[src/rtl/native_to_wb_bridge_pkg.sv]
// Shared definitions for the native-to-Wishbone bridge.
package native_to_wb_bridge_pkg;

    typedef enum logic [1:0] {
        ST_IDLE = 2'd0,
        ST_BUS  = 2'd1,
        ST_RESP = 2'd2
    } state_t;

    localparam logic [3:0]  SEL_ALL      = 4'hF;
    localparam logic [31:0] DEF_ERR_DATA = 32'hDEADBEEF;

    // A read (no strobes) selects every byte lane.
    function automatic logic [3:0] strb_to_sel(input logic [3:0] strb);
        return (strb == 4'b0000) ? SEL_ALL : strb;
    endfunction

endpackage

[src/rtl/native_to_wb_bridge_wb_timeout_ctr.sv]
// Bus watchdog counter: clear/enable counter that flags the last allowed cycle.
module wb_timeout_ctr #(
    parameter int unsigned TIMEOUT_CYCLES = 255,
    parameter int unsigned TIMEOUT_BITS   = 8
) (
    input  logic clk_i,
    input  logic rst_i,
    input  logic clr_i,
    input  logic en_i,
    output logic expire_o
);

    localparam logic [TIMEOUT_BITS-1:0] LAST =
        (TIMEOUT_CYCLES == 0) ? '0 : TIMEOUT_BITS'(TIMEOUT_CYCLES - 1);

    logic [TIMEOUT_BITS-1:0] count;

    // Count cycles spent waiting; clear has priority over enable.
    always_ff @(posedge clk_i) begin
        if (rst_i || clr_i) begin
            count <= '0;
        end else if (en_i) begin
            count <= count + 1'b1;
        end
    end

    // A zero cycle budget disables the watchdog entirely.
    assign expire_o = (TIMEOUT_CYCLES != 0) && (count == LAST);

endmodule

[src/rtl/native_to_wb_bridge.sv]
// Converts the CPU native valid/ready port into one Wishbone classic cycle,
// with a watchdog that aborts transfers to a silent slave.
module native_to_wb_bridge
    import native_to_wb_bridge_pkg::*;
#(
    parameter int unsigned WB_DATA_WIDTH  = 32,
    parameter int unsigned WB_ADDR_WIDTH  = 32,
    parameter int unsigned TIMEOUT_CYCLES = 255,
    parameter int unsigned TIMEOUT_BITS   = 8,
    parameter logic [WB_DATA_WIDTH-1:0] ERR_DATA = WB_DATA_WIDTH'(DEF_ERR_DATA)
) (
    input  logic                     clk_i,
    input  logic                     rst_i,
    input  logic                     mem_valid_i,
    input  logic [WB_ADDR_WIDTH-1:0] mem_addr_i,
    input  logic [WB_DATA_WIDTH-1:0] mem_wdata_i,
    input  logic [3:0]               mem_wstrb_i,
    output logic                     mem_ready_o,
    output logic [WB_DATA_WIDTH-1:0] mem_rdata_o,
    output logic [WB_ADDR_WIDTH-1:0] wb_adr_o,
    output logic [WB_DATA_WIDTH-1:0] wb_dat_o,
    output logic [3:0]               wb_sel_o,
    output logic                     wb_we_o,
    output logic                     wb_cyc_o,
    output logic                     wb_stb_o,
    input  logic [WB_DATA_WIDTH-1:0] wb_dat_i,
    input  logic                     wb_ack_i,
    output logic                     bus_err_o,
    input  logic                     bus_err_clr_i
);

    state_t state, state_n;
    logic   latch_req;
    logic   take_ack;
    logic   take_timeout;
    logic   ctr_clr;
    logic   ctr_en;
    logic   expire;

    wb_timeout_ctr #(
        .TIMEOUT_CYCLES (TIMEOUT_CYCLES),
        .TIMEOUT_BITS   (TIMEOUT_BITS)
    ) u_timeout_ctr (
        .clk_i    (clk_i),
        .rst_i    (rst_i),
        .clr_i    (ctr_clr),
        .en_i     (ctr_en),
        .expire_o (expire)
    );

    // State register.
    always_ff @(posedge clk_i) begin
        if (rst_i) begin
            state <= ST_IDLE;
        end else begin
            state <= state_n;
        end
    end

    // Next-state and datapath control; ack beats a coincident timeout.
    always_comb begin
        state_n      = state;
        latch_req    = 1'b0;
        take_ack     = 1'b0;
        take_timeout = 1'b0;
        ctr_clr      = 1'b0;
        ctr_en       = 1'b0;
        unique case (state)
            ST_IDLE: begin
                if (mem_valid_i) begin
                    latch_req = 1'b1;
                    ctr_clr   = 1'b1;
                    state_n   = ST_BUS;
                end
            end
            ST_BUS: begin
                if (wb_ack_i) begin
                    take_ack = 1'b1;
                    state_n  = ST_RESP;
                end else if (expire) begin
                    take_timeout = 1'b1;
                    state_n      = ST_RESP;
                end else begin
                    ctr_en = 1'b1;
                end
            end
            ST_RESP: state_n = ST_IDLE;
            default: state_n = ST_IDLE;
        endcase
    end

    // Request capture on entry to BUS and response capture on exit.
    always_ff @(posedge clk_i) begin
        if (rst_i) begin
            wb_adr_o    <= '0;
            wb_dat_o    <= '0;
            wb_sel_o    <= '0;
            wb_we_o     <= 1'b0;
            mem_rdata_o <= '0;
        end else begin
            if (latch_req) begin
                wb_adr_o <= mem_addr_i;
                wb_dat_o <= mem_wdata_i;
                wb_sel_o <= strb_to_sel(mem_wstrb_i);
                wb_we_o  <= |mem_wstrb_i;
            end
            if (take_ack || take_timeout) begin
                wb_we_o <= 1'b0;
            end
            if (take_ack) begin
                mem_rdata_o <= wb_dat_i;
            end else if (take_timeout) begin
                mem_rdata_o <= ERR_DATA;
            end
        end
    end

    // Sticky timeout flag; a new timeout overrides a simultaneous clear.
    always_ff @(posedge clk_i) begin
        if (rst_i) begin
            bus_err_o <= 1'b0;
        end else if (take_timeout) begin
            bus_err_o <= 1'b1;
        end else if (bus_err_clr_i) begin
            bus_err_o <= 1'b0;
        end
    end

    assign wb_cyc_o    = (state == ST_BUS);
    assign wb_stb_o    = wb_cyc_o;
    assign mem_ready_o = (state == ST_RESP);

endmodule

[config.mk]
export PLATFORM = sky130hd
export DESIGN_NAME = native_to_wb_bridge
export DESIGN_NICKNAME = d
export VERILOG_FILES = /design/src/rtl/native_to_wb_bridge_pkg.sv /design/src/rtl/native_to_wb_bridge_wb_timeout_ctr.sv /design/src/rtl/native_to_wb_bridge.sv
export SDC_FILE = /design/constraint.sdc
export NUM_CORES = 1
export LEC_CHECK = 0
export ABC_CLOCK_PERIOD_IN_PS = 2550
export CAP_MARGIN = 10
export CORE_MARGIN = 2
export CORE_UTILIZATION = 39
export CTS_CLUSTER_SIZE = 24
export DETAILED_ROUTE_END_ITERATION = 8
export GPL_ROUTABILITY_DRIVEN = 0
export PLACE_DENSITY_LB_ADDON = 0.12
export REMOVE_ABC_BUFFERS = 1
export SYNTH_ARGS = -nofsm -noshare
export SYNTH_HDL_FRONTEND = slang
export SYNTH_SLANG_ARGS = --single-unit
[constraint.sdc]
create_clock -name clk_i -period 2.55 [get_ports clk_i]
set_input_delay 0.6375 -clock clk_i [delete_from_list [all_inputs] [get_ports clk_i]]
set_output_delay 0.6375 -clock clk_i [all_outputs]
set_load 0.03 [all_outputs]
==> results.md <==
* Outcome: finished, final reports clean
* Int Power at roughly 2.7 mW
* Fin crit share at 94.14%
* Drt pass-1 iters at 7
* Switch Pwr at 1.043 mW
* Post-synthesis cell type count at 36
* Clock power share at 27.2%
* CTS Buf Count at 9
* Cell area after synthesis at 4074 um2
* Die Wd at 106.2 um
* Unrepaired setup endpoints after global routing: no
* Core area at 10230 um2
* Final min period at 2401 ps
* DRC at 0
* Vias per cell at just under 5
* Worst-Skew Late Latency at about 360 ps
* Vias in the first global route at 3791
* Post-cts resize count at 0
* HP Class: reg2reg
* Synth warn at 0
* #FFs+latches synth at 112
* CTS root buf: clkbuf_8
* Number of max-cap violations at 0
* Die ar. at 11280 um2
* Power Density at 576.0 nW/um2
* Main flop type after synthesis: dfxtp_1
* Ys async rst share at 0%
* Clock H-tree levels at 3
* CTS tree: yes
* Setup bufs post-CTS at 0
* Peak VDD IR at 0.3133 mV
* Sequential area share after synthesis at around 55%
* Critical Path Sink: wb_cyc_o
* Hold_buf cts at 0
* Tightest Pin Transition at about 800 ps
* Ant. Diodes at 0
* Post-route ant nets at 0
* Row cnt at 37
* Net count, final at 812
* Clk buf depth at 2
* Sink Count at 112
* Critical Path Start: state[0]
* Synthesized area per cell at 8.051 um2
* Post-synth EDFFs at 0
* Reg2reg setup slack at 630 ps
* Clk slew on worst S/H paths at 100 ps
* Slew headroom at 47.25%
* Synthesized netlist cell count at 506
* CP max FO at 7
* Final setup vio count at 0
* Peak Freq at 416.6 MHz
* Sw Share at 27.76%
* Total power at roughly 3.8 mW
* Crit Path Category: reg2out
* Area growth syn-to-layout at 60.10%
* Max-slew violations at 0
* Die H at 106.2 um
* CP Launch Type: register
* Number of DRC markers in iteration 0 at 187
* Per-cell routed wire length at about 14 um
* Hpwl dp at a little under 9 mm
* Reg power frac at 50.5%
* Post-route cell area at 6523 um2
* Reg2Reg Depth at 5
* Ports at 210
* GRT Resource Usage Total at 20.94%
* Clock Skew at 6.718 ps
* Initial Util at 39.82%
* Fraction of layout cells with a size suffix above 1 at 4.937%
* Global-route wire length before repair at 18.77 mm
* CP Data Arrival Time at 1760 ps
* R2R Path End: wb_we_o
* CP Capture Type: output port
* CP required at approximately 1900 ps
* Via Count at 4069
* Fin. Hold Viols at 0
* DP Area at 6336 um2
* Logic gate share of total power at 22.3%
* Wirelength, routed at around 12 mm
* Leakage at 2.410 nW
* R2R Path Start: u_timeout_ctr.count[1]
* Largest net degree at the start of global routing at 69
* Initial antenna violation count at 0
* Port Buffer Count at 209
* GRT Residual Overflow at 0
-- logic make-up after synthesis --
logic type	share of synthesized area (%)
simple gates	23.62
compound gates	16.62
flops	55.04
buf+inv	3.655
fa+ha+maj	0.6142
xor+xnor	0.2150
mux	0.2457
-- layout make-up --
cell class	count	area, um2
well taps	136	170.2
inverters	4	15.01
clock buffers	11	141.4
fillers	911	3709
clock inverters	4	45.04
flip-flops and latches	112	2242
repair buffers	221	2217
multi-input cells	357	1692
-- power groups by stage --
stage / logic [mW] / registers [mW] / clock network, mW
3_5_place_dp: 0.841 / 1.94 / 0
3_3_place_gp: 0.835 / 1.93 / 0
4_1_cts: 0.845 / 1.90 / 1.07
5_1_grt: 0.894 / 1.91 / 1.14
2_1_floorplan: 0.187 / 2.12 / 0
6_report: 0.838 / 1.90 / 1.02
-- flip-flops by register name, indices dropped and copies added, names as in the netlist --
register	flops
state	2
wb_sel_o	4
mem_rdata_o	32
wb_we_o	1
u_timeout_ctr.count	8
wb_dat_o	32
wb_adr_o	32
bus_err_o	1
-- critical path, stage by stage, from the launching register on --
cell and delay [ps]:
dfxtp_1 490, nand2b_1 110, inv_1 120, clkdlybuf4s50_1 680
-- cell usage after synthesis (all sizes together) (2+ instances only) --
cell,count,area [um2]
a21oi,76,384.1
nand2,159,596.8
nand3,4,20.02
ha,2,25.02
nor2,46,177.7
o21ai,10,50.05
a31oi,12,75.07
nor3,8,40.04
o21a,17,127.6
dfxtp,112,2242
buf,11,51.30
clkbuf,22,82.58
and4,2,17.52
and3,2,12.51
and4bb,2,25.02
nand2b,2,12.51
inv,4,15.01
-- worst min path at each step --
stage                                 from                      to  slack (ps)  depth (start not counted)
floorplan           u_timeout_ctr.count[3]  u_timeout_ctr.count[3]         460                          1
CTS                            wb_adr_o[2]             wb_adr_o[2]         460                          2
detailed placement            wb_dat_o[21]            wb_dat_o[21]         450                          2
finish                        wb_dat_o[17]            wb_dat_o[17]         460                          2
global placement              wb_dat_o[17]            wb_dat_o[17]         440                          2
global route                  wb_adr_o[29]            wb_adr_o[29]         480                          2
-- placed cells by master (no fill, tap or decap), drive strengths merged, types with 2 or more instances in the layout --
cell type and count:
clkbuf 11, clkinv 3, nand3 4, inv 4, and4 2, o21a 17, o21ai 10, dfxtp 112
nand2b 2, buf 13, nor3 8, and4bb 2, clkdlybuf4s50 208, ha 2, and3 2, a31oi 12
nand2 159, nor2 46, a21oi 76
-- per-stage QoR --
stage          instances  TNS [ps]  utilization, %  hold slack (ps)  worst slack (ps)
4_1_cts              845         0           63.75            458.9             121.9
3_5_place_dp         830         0           61.93            445.3             346.0
6_report             845         0           63.75            456.0             149.3
5_1_grt              845         0           63.75            478.4             58.94
3_3_place_gp         830         0           61.93            441.0             372.1
2_1_floorplan        473    -36730               -            464.8            -944.3
-- routing by layer --
metal / up-vias / track usage, % / routed length [um]
met4: 0 / 9.586 / 295
met2: 170 / 32.69 / 5352
li1: 2065 / - / -
met3: 21 / 7.174 / 1215
met5: - / 0 / 0
met1: 1813 / 26.04 / 5131
Power figures use the tool's default switching activity.
